--- config.mk ---
export PLATFORM = sky130hd
export DESIGN_NAME = dht11_frame_assembler_flat
export DESIGN_NICKNAME = d
export VERILOG_FILES = /design/src/rtl/dht11_pkg.sv /design/src/rtl/dht11_frame_assembler_if.sv /design/src/rtl/dht11_checksum.sv /design/src/rtl/dht11_frame_assembler.sv /design/src/flat_wrapper.sv
export SDC_FILE = /design/constraint.sdc
export NUM_CORES = 1
export LEC_CHECK = 0
export CORE_MARGIN = 2
export CORE_UTILIZATION = 57
export CTS_CLUSTER_SIZE = 14
export DETAILED_ROUTE_END_ITERATION = 16
export PLACE_DENSITY = 0.87
export SETUP_SLACK_MARGIN = 0.2
export SLEW_MARGIN = 40
export SYNTH_ARGS = -nofsm -noshare
export SYNTH_HDL_FRONTEND = slang
export SYNTH_HIERARCHICAL = 1
export SYNTH_SLANG_ARGS = --single-unit
--- constraint.sdc ---
create_clock -name clk -period 4.65 [get_ports clk]
set_input_delay 0.6975 -clock clk [delete_from_list [all_inputs] [get_ports clk]]
set_output_delay 0.6975 -clock clk [all_outputs]
set_load 0.01 [all_outputs]
--- src/rtl/dht11_pkg.sv ---
// Shared definitions for the DHT11 frame assembler: FSM encoding, frame geometry
// and a byte-extraction helper used by the assembler and the checksum unit.
package dht11_pkg;

    typedef enum logic [1:0] {
        ST_IDLE    = 2'd0,
        ST_COLLECT = 2'd1,
        ST_CHECK   = 2'd2,
        ST_PUBLISH = 2'd3
    } state_e;

    localparam int DHT11_FRAME_BITS = 40;
    localparam int DHT11_CLK_HZ     = 50_000_000;

    // Byte positions inside the frame; the first received bit lands in bit 39.
    localparam int HUM_INT_LSB  = 32;
    localparam int HUM_DEC_LSB  = 24;
    localparam int TEMP_INT_LSB = 16;
    localparam int TEMP_DEC_LSB = 8;
    localparam int CSUM_LSB     = 0;

    function automatic logic [7:0] frame_byte(input logic [DHT11_FRAME_BITS-1:0] f,
                                              input int lsb);
        return 8'(f >> lsb);
    endfunction

endpackage

--- src/rtl/dht11_frame_assembler_if.sv ---
// Receiver-side strobes and published sensor data of the DHT11 frame assembler.
// The master modport is the upstream receiver/consumer side, slave is the assembler.
interface dht11_frame_assembler_if;

    logic       frame_start;
    logic       bit_in;
    logic       bit_valid;
    logic       frame_abort;
    logic [7:0] hum_int;
    logic [7:0] hum_dec;
    logic [7:0] temp_int;
    logic [7:0] temp_dec;
    logic       data_valid;
    logic       chk_err;
    logic       busy;
    logic [7:0] err_count;

    modport master (
        output frame_start, bit_in, bit_valid, frame_abort,
        input  hum_int, hum_dec, temp_int, temp_dec,
        input  data_valid, chk_err, busy, err_count
    );

    modport slave (
        input  frame_start, bit_in, bit_valid, frame_abort,
        output hum_int, hum_dec, temp_int, temp_dec,
        output data_valid, chk_err, busy, err_count
    );

endinterface

--- src/rtl/dht11_checksum.sv ---
// Combinational DHT11 checksum: the four data bytes summed mod 256 must equal
// the trailing checksum byte.
module dht11_checksum
    import dht11_pkg::*;
(
    input  logic [DHT11_FRAME_BITS-1:0] frame_i,
    output logic                        ok_o,
    output logic [7:0]                  sum_o
);

    logic [7:0] data_byte [4];

    genvar gi;
    generate
        for (gi = 0; gi < 4; gi++) begin : g_byte
            assign data_byte[gi] = frame_byte(frame_i, HUM_INT_LSB - 8 * gi);
        end
    endgenerate

    assign sum_o = data_byte[0] + data_byte[1] + data_byte[2] + data_byte[3];
    assign ok_o  = (sum_o == frame_byte(frame_i, CSUM_LSB));

endmodule

--- src/rtl/dht11_frame_assembler.sv ---
// Assembles the 40-bit DHT11 frame, checks it and publishes humidity/temperature.
// Optional macro DHT11_ERRCNT_EN enables the saturating error counter on err_count.
module dht11_frame_assembler
    import dht11_pkg::*;
#(
    parameter int FRAME_BITS = DHT11_FRAME_BITS,
    parameter int GAP_CYCLES = 250000
) (
    input  logic                    clk,
    input  logic                    rst_n,
    input  logic                    en_i,
    dht11_frame_assembler_if.slave  bus
);

    localparam int CNT_W = $clog2(FRAME_BITS + 1);
    localparam int GAP_W = $clog2(GAP_CYCLES + 1);

    state_e                  state_q, state_d;
    logic [FRAME_BITS-1:0]   shift_q, shift_d;
    logic [CNT_W-1:0]        bit_cnt_q, bit_cnt_d;
    logic [GAP_W-1:0]        gap_cnt_q, gap_cnt_d;
    logic [7:0]              hum_int_q, hum_int_d;
    logic [7:0]              hum_dec_q, hum_dec_d;
    logic [7:0]              temp_int_q, temp_int_d;
    logic [7:0]              temp_dec_q, temp_dec_d;
    logic                    data_valid_q, data_valid_d;
    logic                    chk_err_q, chk_err_d;
    logic                    err_evt;
    logic                    csum_ok;
    logic [7:0]              csum_unused;
    logic                    last_bit;
    logic                    gap_expired;

    dht11_checksum u_checksum (
        .frame_i (shift_q),
        .ok_o    (csum_ok),
        .sum_o   (csum_unused)
    );

    assign last_bit    = (bit_cnt_q == CNT_W'(FRAME_BITS - 1));
    assign gap_expired = (gap_cnt_q == GAP_W'(GAP_CYCLES - 1));

    always_ff @(posedge clk or negedge rst_n) begin
        if (!rst_n) begin
            state_q <= ST_IDLE;
        end else begin
            state_q <= state_d;
        end
    end

    // Inside COLLECT the priority is abort > restart > bit > gap timeout.
    always_comb begin
        state_d = state_q;
        if (en_i) begin
            case (state_q)
                ST_IDLE: begin
                    if (bus.frame_start) state_d = ST_COLLECT;
                end
                ST_COLLECT: begin
                    if (bus.frame_abort)      state_d = ST_IDLE;
                    else if (bus.frame_start) state_d = ST_COLLECT;
                    else if (bus.bit_valid) begin
                        if (last_bit) state_d = ST_CHECK;
                    end else if (gap_expired) state_d = ST_IDLE;
                end
                ST_CHECK:   state_d = csum_ok ? ST_PUBLISH : ST_IDLE;
                ST_PUBLISH: state_d = ST_IDLE;
                default:    state_d = ST_IDLE;
            endcase
        end
    end

    always_comb begin
        shift_d      = shift_q;
        bit_cnt_d    = bit_cnt_q;
        gap_cnt_d    = gap_cnt_q;
        hum_int_d    = hum_int_q;
        hum_dec_d    = hum_dec_q;
        temp_int_d   = temp_int_q;
        temp_dec_d   = temp_dec_q;
        chk_err_d    = chk_err_q;
        data_valid_d = 1'b0;
        err_evt      = 1'b0;
        if (en_i) begin
            case (state_q)
                ST_IDLE: begin
                    if (bus.frame_start) begin
                        shift_d   = '0;
                        bit_cnt_d = '0;
                        gap_cnt_d = '0;
                    end
                end
                ST_COLLECT: begin
                    if (bus.frame_abort) begin
                        err_evt = 1'b1;
                    end else if (bus.frame_start) begin
                        shift_d   = '0;
                        bit_cnt_d = '0;
                        gap_cnt_d = '0;
                    end else if (bus.bit_valid) begin
                        shift_d   = {shift_q[FRAME_BITS-2:0], bus.bit_in};
                        bit_cnt_d = bit_cnt_q + CNT_W'(1);
                        gap_cnt_d = '0;
                    end else if (gap_expired) begin
                        err_evt = 1'b1;
                    end else begin
                        gap_cnt_d = gap_cnt_q + GAP_W'(1);
                    end
                end
                ST_CHECK: begin
                    if (!csum_ok) err_evt = 1'b1;
                end
                ST_PUBLISH: begin
                    hum_int_d    = frame_byte(shift_q, HUM_INT_LSB);
                    hum_dec_d    = frame_byte(shift_q, HUM_DEC_LSB);
                    temp_int_d   = frame_byte(shift_q, TEMP_INT_LSB);
                    temp_dec_d   = frame_byte(shift_q, TEMP_DEC_LSB);
                    data_valid_d = 1'b1;
                    chk_err_d    = 1'b0;
                end
                default: ;
            endcase
        end
        if (err_evt) chk_err_d = 1'b1;
    end

    always_ff @(posedge clk or negedge rst_n) begin
        if (!rst_n) begin
            shift_q      <= '0;
            bit_cnt_q    <= '0;
            gap_cnt_q    <= '0;
            hum_int_q    <= 8'h00;
            hum_dec_q    <= 8'h00;
            temp_int_q   <= 8'h00;
            temp_dec_q   <= 8'h00;
            data_valid_q <= 1'b0;
            chk_err_q    <= 1'b0;
        end else begin
            shift_q      <= shift_d;
            bit_cnt_q    <= bit_cnt_d;
            gap_cnt_q    <= gap_cnt_d;
            hum_int_q    <= hum_int_d;
            hum_dec_q    <= hum_dec_d;
            temp_int_q   <= temp_int_d;
            temp_dec_q   <= temp_dec_d;
            data_valid_q <= data_valid_d;
            chk_err_q    <= chk_err_d;
        end
    end

`ifdef DHT11_ERRCNT_EN
    logic [7:0] err_cnt_q, err_cnt_d;

    always_comb begin
        err_cnt_d = err_cnt_q;
        if (err_evt && err_cnt_q != 8'hFF) err_cnt_d = err_cnt_q + 8'd1;
    end

    always_ff @(posedge clk or negedge rst_n) begin
        if (!rst_n) begin
            err_cnt_q <= 8'h00;
        end else begin
            err_cnt_q <= err_cnt_d;
        end
    end

    assign bus.err_count = err_cnt_q;
`else
    assign bus.err_count = 8'h00;
`endif

    assign bus.hum_int    = hum_int_q;
    assign bus.hum_dec    = hum_dec_q;
    assign bus.temp_int   = temp_int_q;
    assign bus.temp_dec   = temp_dec_q;
    assign bus.data_valid = data_valid_q;
    assign bus.chk_err    = chk_err_q;
    assign bus.busy       = (state_q != ST_IDLE);

endmodule

--- src/flat_wrapper.sv ---
// flat-port wrapper written by rule: the top's interface ports become plain ports
module dht11_frame_assembler_flat import dht11_pkg::*;
#(
    parameter int FRAME_BITS = DHT11_FRAME_BITS,
    parameter int GAP_CYCLES = 250000
)
  (clk, rst_n, en_i, bus_frame_start, bus_bit_in, bus_bit_valid, bus_frame_abort, bus_hum_int, bus_hum_dec, bus_temp_int, bus_temp_dec, bus_data_valid, bus_chk_err, bus_busy, bus_err_count);
  dht11_frame_assembler_if bus_i ();
  input  logic clk;
  input  logic rst_n;
  input  logic en_i;
  input wire logic [$bits(bus_i.frame_start)-1:0] bus_frame_start;
  input wire logic [$bits(bus_i.bit_in)-1:0] bus_bit_in;
  input wire logic [$bits(bus_i.bit_valid)-1:0] bus_bit_valid;
  input wire logic [$bits(bus_i.frame_abort)-1:0] bus_frame_abort;
  output wire logic [$bits(bus_i.hum_int)-1:0] bus_hum_int;
  output wire logic [$bits(bus_i.hum_dec)-1:0] bus_hum_dec;
  output wire logic [$bits(bus_i.temp_int)-1:0] bus_temp_int;
  output wire logic [$bits(bus_i.temp_dec)-1:0] bus_temp_dec;
  output wire logic [$bits(bus_i.data_valid)-1:0] bus_data_valid;
  output wire logic [$bits(bus_i.chk_err)-1:0] bus_chk_err;
  output wire logic [$bits(bus_i.busy)-1:0] bus_busy;
  output wire logic [$bits(bus_i.err_count)-1:0] bus_err_count;
  assign bus_i.frame_start = bus_frame_start;
  assign bus_i.bit_in = bus_bit_in;
  assign bus_i.bit_valid = bus_bit_valid;
  assign bus_i.frame_abort = bus_frame_abort;
  assign bus_hum_int = bus_i.hum_int;
  assign bus_hum_dec = bus_i.hum_dec;
  assign bus_temp_int = bus_i.temp_int;
  assign bus_temp_dec = bus_i.temp_dec;
  assign bus_data_valid = bus_i.data_valid;
  assign bus_chk_err = bus_i.chk_err;
  assign bus_busy = bus_i.busy;
  assign bus_err_count = bus_i.err_count;
  dht11_frame_assembler #(.FRAME_BITS(FRAME_BITS), .GAP_CYCLES(GAP_CYCLES)) u_core (.clk(clk), .rst_n(rst_n), .en_i(en_i), .bus(bus_i));
endmodule
### Word level (Yosys, flattened, before mapping)

Cells that the tools add are included.

* word-level logic and storage cells: 73
* output and inout port bits: 43
* flip-flop bits (word level): 100
* input bits: 7

* $add $sub $neg: 5
* reduce and logical (&&, ||, !) cells: 10
* mux-type cells: 36
* eq/ne operators: 12

Operators by type and width (number)
* 40-bit two-way mux: 4
* 18-bit two-way mux: 5
* 40-bit case mux with 2 select lines: 1
* 18-bit case mux with 2 select lines: 1
* 8-bit adder: 3
* 6-bit two-way mux: 4
* 18-bit by 1-bit adder with 18-bit output (second input constant): 1
* 18-bit equality test (second input constant): 1
* 2-bit two-way mux: 7
* 6-bit case mux with 2 select lines: 1
* 1-bit two-way mux: 11
* 5-bit by 4-bit != test with 1-bit output (second input constant): 2
* 5-bit AND reduction: 2
* 8-bit equality test: 1
* 2-bit case mux with 4 select lines: 1
* 2-bit nonzero test: 4
* 6-bit by 1-bit adder with 6-bit output (second input constant): 1
* 6-bit equality test (second input constant): 1
* 2-bit equality test (second input constant): 2
* 2-bit != test (second input constant): 2
* 4-bit != test (second input constant): 1
* 2-bit AND reduction: 2
* 4-bit AND reduction: 1
* 3-bit != test (second input constant): 1
* other kinds (3): 3

### Logic depth before layout (Yosys ltp)

Gate-level depths: netlist (run 1).

* depth after elaboration: 9
* mapped depth: 14
* gate-level depth less buffers: 14

### Cells and area by module

Netlist (run 1), hierarchy kept.

By module, submodules not included
* dht11_frame_assembler: seq. area each 2502.4 sq um, area an instance 4242.8 sq um, times used 1, cells each 344
* dht11_checksum: seq. area each 0.0 sq um, area an instance 788.3 sq um, times used 1, cells each 90

### Worst setup path after synthesis (run 1)

OpenSTA, ideal clock, no wires.

* path kind: flip-flop to flip-flop
* start point: register u_core.shift_q[9]
* end point: register u_core.chk_err_q, in the netlist u_core/bus.chk_err
* cell stages (with the launch flop): 15
* setup time: 0.124 ns
* data arrival time: 3.544 ns
* data required time: 4.526 ns
* path slack: 0.982 ns
* path buffers: 0
* clock period less this slack: 3.668 ns
* cell sequence: dfrtp_1 > inv_1 > fa_1 > inv_1 > fa_1 > ha_1 > fa_1 > xor2_1 > a2111oi_2 > o311ai_1 > a311o_1 > nor4_2 > o21ai_0 > o211ai_1 > nand2_1

* cells in the longest elaborated chain, start to end: 7
* elaborated cells between the ends (all ways): 9
* classes of those cells: add/sub (1); eq/ne (1); mux (4); reduce/logical (3)

RTL lines
* start: declaration: line dht11_frame_assembler.sv:19 `logic [FRAME_BITS-1:0] shift_q, shift_d;`
* start signal: assignment: line dht11_frame_assembler.sv:139 `shift_q <= shift_d;`
* 8-bit adder (*): line dht11_checksum.sv:20 `assign sum_o = data_byte[0] + data_byte[1] + data_byte[2] + data_byte[3];`
* net u_core.csum_unused[2]: line dht11_frame_assembler.sv:30 `logic [7:0] csum_unused;`
* 8-bit equality test (*): line dht11_checksum.sv:21 `assign ok_o = (sum_o == frame_byte(frame_i, CSUM_LSB));`
* net u_core.csum_ok: line dht11_frame_assembler.sv:29 `logic csum_ok;`
* 1-bit two-way mux (*): line dht11_frame_assembler.sv:111 `if (!csum_ok) err_evt = 1'b1;`
* 1-bit case mux with 2 select lines (*): line dht11_frame_assembler.sv:85 `case (state_q)`
* 1-bit two-way mux (*): line dht11_frame_assembler.sv:84 `if (en_i) begin`
* 2-bit nonzero test (no line)
* 2-bit AND reduction (no line)
* end signal: assignment: line dht11_frame_assembler.sv:147 `chk_err_q <= chk_err_d;`
* end: declaration: line dht11_frame_assembler.sv:27 `logic chk_err_q, chk_err_d;`

Mark *: on every way through the listed nets, which the timed path passes. The rest lies on a longest branch.
A chain may end at the register's enable or synchronous reset.

### Worst setup path in the final report (run 1)

Same ends and word-level chain as after synthesis.

==> results.sh, run 1 <==
export IMPL_nets=504
export IMPL_crit_fanout=4
export IMPL_required_ns=4.89
export IMPL_fmax_mhz=244.9
export IMPL_met2_usage=0.3289
export IMPL_gp_congestion=0.8476
export IMPL_grt_busiest_layer="met2"
export IMPL_syn_area_mm2=0.005002
export IMPL_htree_num_levels=3
export IMPL_start_kind="flop"
export IMPL_r2r_slack_ns=0.57
export IMPL_met1_usage=0.3260
export IMPL_layout_commonest_cell="dfrtp_1"
export IMPL_gr_usage_met3=0.03381
export IMPL_clock_sinks=100
export IMPL_clkPwrFrac=0.283
export IMPL_grt_pass1_vias=3421
export IMPL_status="complete, no violations"
export IMPL_p_comb_frac=0.181
export IMPL_die_area_mm2=0.009541
export IMPL_drc=0
export IMPL_fin_setup_tns_ns=0
export IMPL_die_x_um=97.68
export IMPL_insertion_delay_ns=0.36
export IMPL_swShare=0.2984
export IMPL_ctsHoldBuffers=0
export IMPL_dp_hpwl_um=6864
export IMPL_slew_violations=0
export IMPL_routedWlPerCell_um=16.48
export IMPL_drt_iter0_drc=207
export IMPL_ioPinCount=50
export IMPL_via_count=3357
export IMPL_synthCells=430
export IMPL_yosys_warnings=6
export IMPL_hold_violations=0
export IMPL_fin_hold_ws_ns=0.3742
export IMPL_port_buffers=41
export IMPL_final_cell_mix="dfrtp_1 (100), inv_1 (42), a22o_1 (42)"
export IMPL_grt_max_degree=59
export IMPL_via_per_inst=5.778
export IMPL_timing_rr_end="u_core/bus.chk_err"
export IMPL_antenna_found_initial=0
export IMPL_worstMarginPinSlew_ns=0.7027
export IMPL_initial_core_util=0.5793
export IMPL_clock_path_buffers=2
export IMPL_drv_cap=0
export IMPL_dr_pass1_iters=5
export IMPL_final_cells=581
export IMPL_cp_arrival_ns=4.33
export IMPL_end_kind="flop"
export IMPL_finalClockSkew_ns=0.01058
export IMPL_avgSynthCellArea_um2=11.63
export IMPL_rsz0062_at_grt="no"
export IMPL_layout_min_cycle_time_ns=4.083
export IMPL_ff2ff_path_depth=14
export IMPL_cts_resized=0
export IMPL_cts_tree="built"
export IMPL_core_area_mm2=0.008636
export IMPL_path_clk_slew_ns=0.09
export IMPL_place_area_mm2=0.005492
export IMPL_grt_overflow_total=0
export IMPL_numCtsBuffers=9
export IMPL_final_area_mm2=0.005659
export IMPL_diodes=0
export IMPL_hold_class="primary input to async pin"
export IMPL_post_cts_repair_setup_buffers=0
export IMPL_die_y_um=97.68
export IMPL_max_vdd_ir_drop_uv=155.2
export IMPL_switchingPower_uw=516.6
export IMPL_setup_viol=0
export IMPL_seqPwrFrac=0.536
export IMPL_fin_crit_sh=0.8781
export IMPL_path_class="flop to flop"
export IMPL_wirelength_um=9576
export IMPL_num_rows=34
export IMPL_p_int_mw=1.215
export IMPL_drive_gt1_frac=0.1290
export IMPL_root_buffer="clkbuf_8"
export IMPL_area_growth_pct=13.13
export IMPL_drtAntennaViolNets=0
export IMPL_placedCellCount=566
export IMPL_reg2reg_from="u_core/shift_q[9]"
export IMPL_relSlewSlack=0.5316
export IMPL_grt_pass1_wl_um=16750
export IMPL_p_per_area_mw_per_mm2=305.9
export IMPL_p_leak_nw=2.737
export IMPL_globalRouteTotalUtil=0.2182
-- metal layers --
| metal | part of all wire | routed length [um] | vias up |
|---|---|---|---|
| met2 | 0.46 | 4375 | 108 |
| met5 | 0 | 0 | - |
| met3 | 0.050 | 475 | 15 |
| li1 | - | - | 1555 |
| met1 | 0.47 | 4509 | 1679 |
| met4 | 0.022 | 215 | 0 |
-- how the worst max path moves through the flow --
stage	start	end	slack, ns	depth (start not counted)
detailed placement	u_core/shift_q[9]	u_core/bus.chk_err	0.62	14
floorplan	u_core/shift_q[9]	u_core/bus.chk_err	0.98	14
finish	u_core/shift_q[9]	u_core/bus.chk_err	0.57	14
global route	u_core/shift_q[9]	u_core/bus.chk_err	0.39	14
global placement	u_core/shift_q[9]	u_core/bus.chk_err	0.80	14
CTS	u_core/shift_q[9]	u_core/bus.chk_err	0.61	14
-- stage by stage --
step	util	power [mW]	setup WS [ns]
2_1_floorplan	-	1.160	0.9820
3_3_place_gp	0.6350	1.234	0.8002
3_5_place_dp	0.6359	1.256	0.6238
4_1_cts	0.6553	1.741	0.6128
5_1_grt	0.6553	1.824	0.3898
6_report	0.6553	1.731	0.5670
-- worst max-delay path: stages, from the launching register on --
cell       delay, ns
dfrtp_1         0.39
inv_1           0.07
fa_1            0.53
inv_1           0.05
fa_1            0.46
ha_1            0.24
fa_1            0.45
xor2_1          0.18
a2111oi_2       0.24
o311ai_1        0.15
a311o_1         0.35
nor4_2          0.41
o21ai_0         0.16
o211ai_1        0.21
nand2_1         0.07
-- sequential cells by signal (all words and copies together), names as in the netlist --
| signal | flops |
|---|---|
| u_core/state_q | 2 |
| u_core/bus.chk_err | 1 |
| u_core/bus.temp_dec | 8 |
| u_core/shift_q | 40 |
| u_core/gap_cnt_q | 18 |
| u_core/bus.hum_int | 8 |
| u_core/bus.temp_int | 8 |
| u_core/bit_cnt_q | 6 |
| u_core/bus.hum_dec | 8 |
| u_core/bus.data_valid | 1 |
-- final cells by class --
cell class,instances,area [um2]
clock buffers,11,141.4
clock inverters,4,26.28
fillers,629,2977
inverters,42,157.7
multi-input cells,271,2258
flip-flops and latches,100,2502
well taps,108,135.1
repair buffers,45,437.9
-- power groups by stage --
stage          clock network (mW)  registers [mW]  logic (mW)
3_5_place_dp                    0           0.944       0.312
6_report                    0.489           0.928       0.314
2_1_floorplan                   0           0.939       0.221
5_1_grt                     0.538           0.933       0.354
4_1_cts                     0.502           0.927       0.312
3_3_place_gp                    0           0.941       0.292
Note: power is estimated with default switching activity, not from simulation.
==> inputs of run 2 (changes only) <==
Settings changed: CORE_UTILIZATION 57 to 52, PLACE_DENSITY 0.87 to 0.84.
Clock period 4.65 ns to 3.41 ns, I/O delays scaled along.
==> run 2 against run 1 <==
  * The run now ends with negative setup slack left
  * Largest power group unchanged
  * Cell count rose by 8.8%
  * Combinational power rose by 42%
  * Highest routed layer unchanged
  * Flip-flop and latch count did not move
  * Sequential share of layout area fell by 2.2 points
  * Maximum frequency rose by 6.5%
  * Die area rose by 9.2%
==> results.sh, run 2 (synthesis gave the netlist of run 1 again) <==
export IMPL_fin_hold_ws_ns=0.1704
export IMPL_globalRouteTotalUtil=0.2145
export IMPL_via_per_inst=5.528
export IMPL_critPathTopFamily="adder cells"
export IMPL_port_buffers=41
export IMPL_status="finished, violations left"
export IMPL_core_area_mm2=0.009284
export IMPL_crit_chain="inv_2 -> fa_1 -> inv_2 -> fa_1 -> ha_2 -> fa_1 -> xor2_1 -> a2111oi_2 -> o311ai_1 -> a311o_1 -> nor4_2 -> buf_4 -> a21oi_1 -> o21ai_1 -> mux2_4"
export IMPL_ioPinCount=50
export IMPL_clock_sinks=100
export IMPL_crit_fanout=3
export IMPL_max_vdd_ir_drop_uv=201.6
export IMPL_largest_register_ffs=40
export IMPL_cp_common_cell="fa_1"
export IMPL_numCtsBuffers=9
export IMPL_setup_viol=3
export IMPL_register_area_mm2=0.002502
export IMPL_final_setup_worst_slack_ns=-0.4241
export IMPL_root_buffer="clkbuf_8"
export IMPL_drv_cap=0
export IMPL_grt_pass1_vias=3588
export IMPL_grt_pass1_wl_um=17360
export IMPL_antenna_found_initial=0
export IMPL_clock_path_buffers=2
export IMPL_dr_wl_met2_um=5084
export IMPL_reg_largest_list="u_core/shift_q (40), u_core/gap_cnt_q (18)"
export IMPL_slew_violations=0
export IMPL_crit_slowest_cell="fa_1"
export IMPL_hold_class="primary input to async pin"
export IMPL_hold_violations=0
export IMPL_drt_met1_wl_um=4649
export IMPL_crit_start="u_core/shift_q[9]"
export IMPL_fmax_mhz=260.8
export IMPL_drtAntennaViolNets=0
export IMPL_final_util=0.6408
export IMPL_dp_slack_ns=-0.4474
export IMPL_crit_cells=15
export IMPL_grt_overflow_total=0
export IMPL_cts_tree="built"
export IMPL_r2r_slack_ns=-0.42
export IMPL_top_register="u_core/shift_q"
export IMPL_timing_rr_end="u_core/state_q[0]"
export IMPL_p_leak_nw=2.917
export IMPL_worstMarginPinSlew_ns=0.6943
export IMPL_top_layer="met4"
export IMPL_htree_num_levels=3
export IMPL_drive_gt1_frac=0.1928
export IMPL_fin_crit_sh=1.124
export IMPL_diodes=0
export IMPL_fin_setup_tns_ns=-1.263
export IMPL_reg2reg_from="u_core/shift_q[9]"
export IMPL_wirelength_um=10240
export IMPL_max_stage_delay_ns=0.56
export IMPL_gp_congestion=0.8200
export IMPL_ff2ff_path_depth=15
export IMPL_grt_max_degree=90
export IMPL_finalClockSkew_ns=0.009089
export IMPL_multiInputGateArea_mm2=0.002262
export IMPL_cp_arrival_ns=4.14
export IMPL_rsz0062_at_grt="yes"
export IMPL_met3_wirelength_um=383
export IMPL_area_growth_pct=18.93
export IMPL_required_ns=3.72
export IMPL_crit_end="u_core/state_q[0]"
export IMPL_die_x_um=102.1
export IMPL_violations="negative setup slack"
export IMPL_p_per_area_mw_per_mm2=412.4
export IMPL_relSlewSlack=0.5371
export IMPL_dp_hpwl_um=7221
export IMPL_layout_min_cycle_time_ns=3.834
export IMPL_dr_pass1_iters=4
export IMPL_final_cell_mix="dfrtp_1 (100), a22o_1 (42), clkdlybuf4s50_1 (40), inv_1 (40)"
export IMPL_path_class="flop to flop"
export IMPL_ctsHoldBuffers=0
export IMPL_start_kind="flop"
export IMPL_place_area_mm2=0.005747
export IMPL_via_count=3494
export IMPL_drt_iter0_drc=162
export IMPL_drc=0
export IMPL_path_clk_slew_ns=0.09
export IMPL_layout_commonest_cell="dfrtp_1"
export IMPL_fillCellCount=748
export IMPL_end_kind="flop"
export IMPL_num_rows=35
export IMPL_insertion_delay_ns=0.37
export IMPL_crit_buf_inv=3
export IMPL_die_area_mm2=0.01042
export IMPL_initial_core_util=0.5388
export IMPL_final_area_mm2=0.005949
export IMPL_die_y_um=102.1
export IMPL_nets=533
export IMPL_routedWlPerCell_um=16.21
[run 2: cell count changes in the layout (fill, tap and decap cells not counted), moves of 2 or more]
cell | before | now
inv_2 | 0 | 2
o21ai_0 | 8 | 6
buf_4 | 5 | 32
clkinv_2 | 2 | 4
inv_1 | 42 | 40
o21ai_1 | 0 | 2
[run 2: repair_timing]
item | CTS | global route
setup endpoints to repair | 3 | 3
buffers inserted | 0 | 0
hold endpoints to repair | 0 | 0
pin swaps | 2 | 0
resized for setup | 4 | 1
[run 2: area by class of cell]
cell class                      count  area share
Clock buffer                        9     0.02082
Clock inverter                      7     0.01136
Inverter                           42     0.02650
Multi-Input combinational cell    271      0.3802
Sequential cell                   100      0.4206
Tap cell                          129     0.02713
Timing Repair Buffer               74      0.1134
[run 2: worst min path at each step]
stage / to / slack [ns] / depth (start not counted)
2_1_floorplan: u_core/bit_cnt_q[0] / 0.22 / 0
3_3_place_gp: u_core/bus.chk_err / 0.47 / 2
3_5_place_dp: u_core/bus.chk_err / 0.47 / 2
4_1_cts: u_core/gap_cnt_q[3] / 0.23 / 1
5_1_grt: u_core/bus.temp_dec[7] / 0.24 / 1
6_report: u_core/bus.hum_int[4] / 0.17 / 1
[run 2: through the flow]
stage / instances / power, mW
floorplan: 437 / 1.583
global placement: 616 / 1.699
detailed placement: 616 / 1.726
CTS: 632 / 2.471
global route: 632 / 2.571
finish: 632 / 2.453
[run 2: per-layer routing]
metal | vias to the layer above | global-route usage
li1 | 1613 | -
met1 | 1786 | 0.2887
met2 | 82 | 0.3512
met3 | 13 | 0.03694
met4 | 0 | 0.08205
met5 | - | 0
[run 2: where the power goes]
group          internal (mW)  switching [mW]
clock                  0.336           0.402
sequential              1.22          0.0441
combinational          0.171           0.275
total                   1.73           0.722
